`config.mk`:
```
export PLATFORM = sky130hd
export DESIGN_NAME = denorm
export DESIGN_NICKNAME = d
export VERILOG_FILES = /design/src/rtl/denorm.sv
export SDC_FILE = /design/constraint.sdc
export NUM_CORES = 1
export LEC_CHECK = 0
export BUFFER_PORTS_ARGS = -buffer_cell sky130_fd_sc_hd__buf_2
export CELL_PAD_IN_SITES_DETAIL_PLACEMENT = 0
export CELL_PAD_IN_SITES_GLOBAL_PLACEMENT = 1
export CORE_MARGIN = 10
export CORE_UTILIZATION = 35
export CTS_CLUSTER_DIAMETER = 150
export DETAILED_ROUTE_END_ITERATION = 10
export MAX_ROUTING_LAYER = met4
export PLACE_DENSITY = 0.83
export SLEW_MARGIN = 0
export SYNTH_ARGS = -nofsm -noshare
export SYNTH_HDL_FRONTEND = slang
export SYNTH_SLANG_ARGS = --single-unit
```
`constraint.sdc`:
```
create_clock -name clk -period 1.5 [get_ports clk]
set_input_delay 0.225 -clock clk [delete_from_list [all_inputs] [get_ports clk]]
set_output_delay 0.225 -clock clk [all_outputs]
set_load 0.01 [all_outputs]
```
`src/rtl/denorm.sv`:
```
// Denormalizer: takes a signed normalized 9-bit fraction and an unsigned
// exponent, then shifts the fraction right by that count, one bit per
// cycle. The result is sign-extended to 16 bits. A sticky bit collects
// every bit shifted out, and an error flag marks an out-of-range exponent
// or a fraction that is not normalized.
module denorm #(
  parameter int MAXSH = 8
) (
  input  logic        clk,
  input  logic        reset,
  input  logic        in_valid,
  output logic        in_ready,
  input  logic [8:0]  fr,
  input  logic [3:0]  ex,
  output logic        out_valid,
  input  logic        out_ready,
  output logic [15:0] s,
  output logic        sticky,
  output logic        err
);

  typedef enum logic [1:0] {
    IDLE  = 2'd0,
    SHIFT = 2'd1,
    DONE  = 2'd2
  } state_e;

  localparam logic [4:0] MaxShW = 5'(MAXSH);

  state_e      state_q, state_d;
  logic [8:0]  shReg_q, shReg_d;
  logic [3:0]  count_q, count_d;
  logic        sticky_q, sticky_d;
  logic        err_q, err_d;
  logic        ready_q, ready_d;
  logic        accept;
  logic        exBad;
  logic        frBad;

  // A pair is taken only when the registered ready flag is up, so the
  // first cycle after reset never accepts.
  assign accept = in_valid & ready_q;
  assign exBad  = ({1'b0, ex} > MaxShW);
  assign frBad  = (fr != 9'd0) && (fr[8] == fr[7]);

  // Next-state and datapath: load on accept, shift one bit per SHIFT
  // cycle, hold everything in DONE until the consumer takes it.
  always_comb begin
    state_d  = state_q;
    shReg_d  = shReg_q;
    count_d  = count_q;
    sticky_d = sticky_q;
    err_d    = err_q;
    ready_d  = 1'b0;
    case (state_q)
      IDLE: begin
        if (accept) begin
          count_d  = ex;
          sticky_d = 1'b0;
          err_d    = exBad | frBad;
          if (exBad) begin
            shReg_d = 9'd0;
            state_d = DONE;
          end else begin
            shReg_d = fr;
            state_d = (ex == 4'd0) ? DONE : SHIFT;
          end
        end
      end
      SHIFT: begin
        shReg_d  = {shReg_q[8], shReg_q[8:1]};
        sticky_d = sticky_q | shReg_q[0];
        count_d  = count_q - 4'd1;
        if (count_q == 4'd1) begin
          state_d = DONE;
        end
      end
      DONE: begin
        if (out_ready) begin
          state_d = IDLE;
        end
      end
      default: begin
        state_d = IDLE;
      end
    endcase
    ready_d = (state_d == IDLE);
  end

  // State and datapath registers; reset drops any pending operation and
  // forces every output low.
  always_ff @(posedge clk or negedge reset) begin
    if (!reset) begin
      state_q  <= IDLE;
      shReg_q  <= 9'd0;
      count_q  <= 4'd0;
      sticky_q <= 1'b0;
      err_q    <= 1'b0;
      ready_q  <= 1'b0;
    end else begin
      state_q  <= state_d;
      shReg_q  <= shReg_d;
      count_q  <= count_d;
      sticky_q <= sticky_d;
      err_q    <= err_d;
      ready_q  <= ready_d;
    end
  end

  assign in_ready  = ready_q;
  assign out_valid = (state_q == DONE);
  assign s         = {{7{shReg_q[8]}}, shReg_q};
  assign sticky    = sticky_q;
  assign err       = err_q;

endmodule

```
---- Yosys cells after proc, flatten, opt, wreduce, memory -nomap -nowiden ----
Cells that the tools add are included.
storage, ports and cells
  bits in registers ....................... 18
  input port bits ......................... 17
  output and inout port bits .............. 20
  word-level logic and storage cells ...... 40
operators by class
  add/sub/neg operators ................... 1
  order comparisons ....................... 1
  equal/unequal tests ..................... 5
  multiplexer cells ....................... 13
  bitwise operators ....................... 4
  reductions and logical operators ........ 9
operator list
  operator                                          number
  2-to-1 mux 9 bit                                  2
  case mux 9 bit (2 select lines)                   1
  2-to-1 mux 2 bit                                  5
  nonzero test 9 bit                                1
  case mux 4 bit (2 select lines)                   1
  case mux 2 bit (3 select lines)                   1
  == test 4 x 1 -> 1 bit, second input constant     1
  > comparator 4 bit, second input constant         1
  zero test 2 bit                                   2
  zero test 4 bit                                   1
  2-to-1 mux 4 bit                                  1
  AND reduction 2 bit                               2
  subtractor 4 x 1 -> 4 bit, second input constant  1
  AND reduction 3 bit                               1
  == test 2 x 1 -> 1 bit, second input constant     1
  == test 2 bit, second input constant              1
  inequality test 2 bit, second input constant      1
  OR 1 bit                                          2
  case mux 1 bit (2 select lines)                   1
  nonzero test 2 bit                                1
  bitwise AND 1 bit                                 1
  == test 1 bit                                     1
  logical AND 1 bit                                 1
  2-to-1 mux 1 bit                                  1
  inverter 1 bit                                    1

---- Longest topological paths before layout ----
  depth after elaboration ................. 6
  depth in mapped cells ................... 5

---- Worst setup path after synthesis ----
Ideal clock, no wire load.
  kind .................................... register to register
  from .................................... register state_q[1]
  to ...................................... register shReg_q[4]
  library setup time ...................... 0.126 ns
  data arrival time ....................... 1.198 ns
  required time ........................... 1.374 ns
  path slack .............................. 0.176 ns
  stages on the path, launching flop included .. 5
  path buffers ............................ 1
  cell sequence ........................... dfrtp_1 -> nand4bb_1 -> clkbuf_1 -> and3_1 -> a221o_1
on the way
  word-level cells in the longest chain between the ends .. 3
RTL lines
  element                                                                       RTL line  text
  start, declared                                                               30        state_e state_q, state_d;
  start signal, assigned                                                        101       state_q <= state_d;
  == test 2 x 1 -> 1 bit / zero test 2 bit (equally long branches)              55        case (state_q)
  nonzero test 2 bit (no line) / inequality test 2 bit (equally long branches)  -
  AND reduction 2 bit (no line)                                                 -
  end signal, assigned                                                          102       shReg_q <= shReg_d;
  end, declared                                                                 31        logic [8:0] shReg_q, shReg_d;
Parallel ways exist; a longest one is shown, timed or not. The select of a mux whose other input is x is not followed.
A chain may end at the register's enable or synchronous reset.

---- Worst setup path in the final report ----
  from .................................... register state_q[0]
  to ...................................... output port out_valid
on the way
  word-level cells in the longest chain between the ends .. 1
RTL lines
  element        RTL line  text
  == test 2 bit  111       assign out_valid = (state_q == DONE);
  end, declared  15        output logic out_valid,
No other way between the ends.

==> flow_summary.toml <==
[critical_path]
max_stage_delay_ns = 0.44
cp.required_ns = 1.27
path_max_fanout = 6
crit_slowest_cell = "dfrtp_1"
reg2reg_depth = 3
crit_start = "state_q[0]$_DFF_PN0_"
path_cells = "or2b_1 -> inv_1 -> buf_2"
endpoint = "out_valid"
reg2reg_to = "count_q[3]$_DFFE_PN0P_"
endpoint_kind = "output pin"
ff2ff_setup_slack_ns = 0.17
r2r_start = "state_q[1]$_DFF_PN0_"
critPathArrivalTime_ns = 1.18
start_kind = "register"
critPathKind = "register to output pin"

[pwr]
power.density_nw_per_um2 = 2060
p_total_mw = 2.40
leakagePower_nw = 0.582
vdd_drop_max_mv = 0.783

[final_layout]
syn_to_final_growth_pct = 20.0
drive_above_1_share_pct = 36.0
finalNonFillerCells = 156
fill_cells = 292
antenna_cells = 0
nets = 145

[timing]
clock.fmax_ghz = 0.714
slew_violations = 0
setup_tns_ns = 0
finalClockSkew_ns = 0.000683
tightest_slew_ns = 0.409
finalCritPeriodShare_pct = 93.3
fin_ws_ns = 0.0998
rsz0062_at_grt = "false"
setup_violations = 0
relSlewSlack_pct = 72.7
hold_violations = 0
period_minus_slack_ns = 1.40

[cts]
clock-sinks = 18
cts_resized = 0
clkLatencyLatePin_ns = 0.30
cts_buffer_depth = 2
path_clk_slew_ns = 0.11
cts_setup_buffers = 0
cts_tree = "built"
cts_hold_buf = 1
clockRootBuffer = "clkbuf_4"
htree_levels = 1
cts_buffers = 3

[yosys]
ys_seq_area_share_pct = 46.4
synth_top_area_share_pct = 46.4
yosysWarningCount = 0
synthTopCellsByArea = "dfrtp_1, buf_4, a221o_1"
syn_avg_cell_area_um2 = 10.2
syn_inst = 95
synth_ff_type = "dfrtp_1"
yosys-top-cells-count = "dfrtp_1, a21oi_1, buf_4, nor2_1"
yosysUniqueCellTypes = 37
synth_top_area_cell = "dfrtp_1"
synth-async-reset-ratio_pct = 100
syn_area_um2 = 971
syn_nets = 114
yosysMostFrequentCell = "dfrtp_1"
ys_ff_latch = 18
synth-edff-count = 0

[floorplanning]
dieArea_um2 = 5280
coreArea_um2 = 2710
die_y_um = 72.7
initial_core_util_pct = 35.8
die_x_um = 72.7
rows = 19
ioPinCount = 37

[routing]
drcViolationCount = 0
vias = 808
drt_iter0_drc = 22
wire_per_inst_um = 15.9
ant_nets = 0
drt_wl_total_mm = 2.48
vias_per_cell = 5.18
firstDrtPassIters = 4

[global_route]
grt_max_degree = 19
grt_pass1_wl_mm = 4.17
grt_pass1_vias = 877
antenna_found_initial = 0
grtUsageTotal_pct = 10.0
grt-ovfl-total = 0

[placed_design]
preCtsSetupSlack_ns = 0.176
gp_congestion = 0.747
hpwl_mm = 1.95
dp_cells = 151
port_buffers = 36

[job]
drv_cap = 0

[run_status]
status = "finished clean"

[min_path]
hp-start = "fr[4]"
min_path_type = "input port to register"
whs_path_depth = 2
layout make-up:
class | instances | area [um2] | area share [%]
flip-flops and latches | 18 | 450 | 38.7
well taps | 31 | 38.8 | 3.33
multi-input cells | 61 | 423 | 36.3
repair buffers | 39 | 205 | 17.6
clock buffers | 4 | 36.3 | 3.11
inverters | 3 | 11.3 | 0.967
logic make-up after synthesis:
kind of cell | synth area share [%]
AO/OA/AOI/OAI | 18.3
flip-flops | 46.4
adder cells (fa/ha/maj) | 2.58
multiplexers | 1.16
XOR/XNOR | 1.80
AND/OR/NAND/NOR | 19.7
buffers and inverters | 10.1
worst min-delay path by stage:
stage                        endpoint  slack, ns
6_report       shReg_q[4]$_DFFE_PN0P_       0.17
5_1_grt          state_q[1]$_DFF_PN0_       0.16
4_1_cts        shReg_q[5]$_DFFE_PN0P_       0.16
3_5_place_dp   count_q[3]$_DFFE_PN0P_       0.18
3_3_place_gp   count_q[1]$_DFFE_PN0P_       0.17
2_1_floorplan  count_q[0]$_DFFE_PN0P_      -0.07
critical path, delay by kind of cell (launching register included):
| kind | cells | cell delay (ns) |
|---|---|---|
| flip-flops | 1 | 0.44 |
| AND/OR/NAND/NOR | 1 | 0.27 |
| buffers and inverters | 2 | 0.18 |
per-layer routing:
metal	vias up	global-route usage (%)	wire length, um
met3	2	2.18	106
met4	0	5.27	34
li1	403	-	-
met5	-	-	0
met1	392	10.8	1030
met2	11	16.8	1310
state kept, by name (all words and copies together) (netlist names):
name,cells
err,1
count_q,4
in_ready,1
sticky,1
shReg_q,9
state_q,2
layout by cell type (no fill, tap or decap), drive strengths merged:
cell,instances
ha,2
o21ai,1
nor3,5
dlygate4sd3,1
nand2,3
or2b,1
nand2b,1
nand3b,1
clkbuf,4
nor2b,1
o221ai,1
nor3b,1
inv,3
a31oi,1
a21oi,7
buf,38
mux2,1
a211o,1
xor2,1
a22o,1
and4bb,1
a22oi,1
o2bb2ai,1
a221o,5
o221a,1
dfrtp,18
nand3,4
nand4bb,1
nor2,7
nor4,1
and2,1
xnor2,1
a211oi,1
o31ai,2
and3,5
report_power, final:
group | switching, mW | internal [mW]
combinational | 0.625 | 0.546
clock | 0.167 | 0.148
sequential | 0.190 | 0.720
total | 0.982 | 1.41
metrics by stage:
step	util, %	hold slack (ns)	cell area (um2)
4_1_cts	43.0	0.156	1160
2_1_floorplan	-	-0.0706	971
3_3_place_gp	41.3	0.173	1120
5_1_grt	43.0	0.157	1160
6_report	43.0	0.167	1160
3_5_place_dp	41.3	0.185	1120
(Power assumes the default switching activity.)
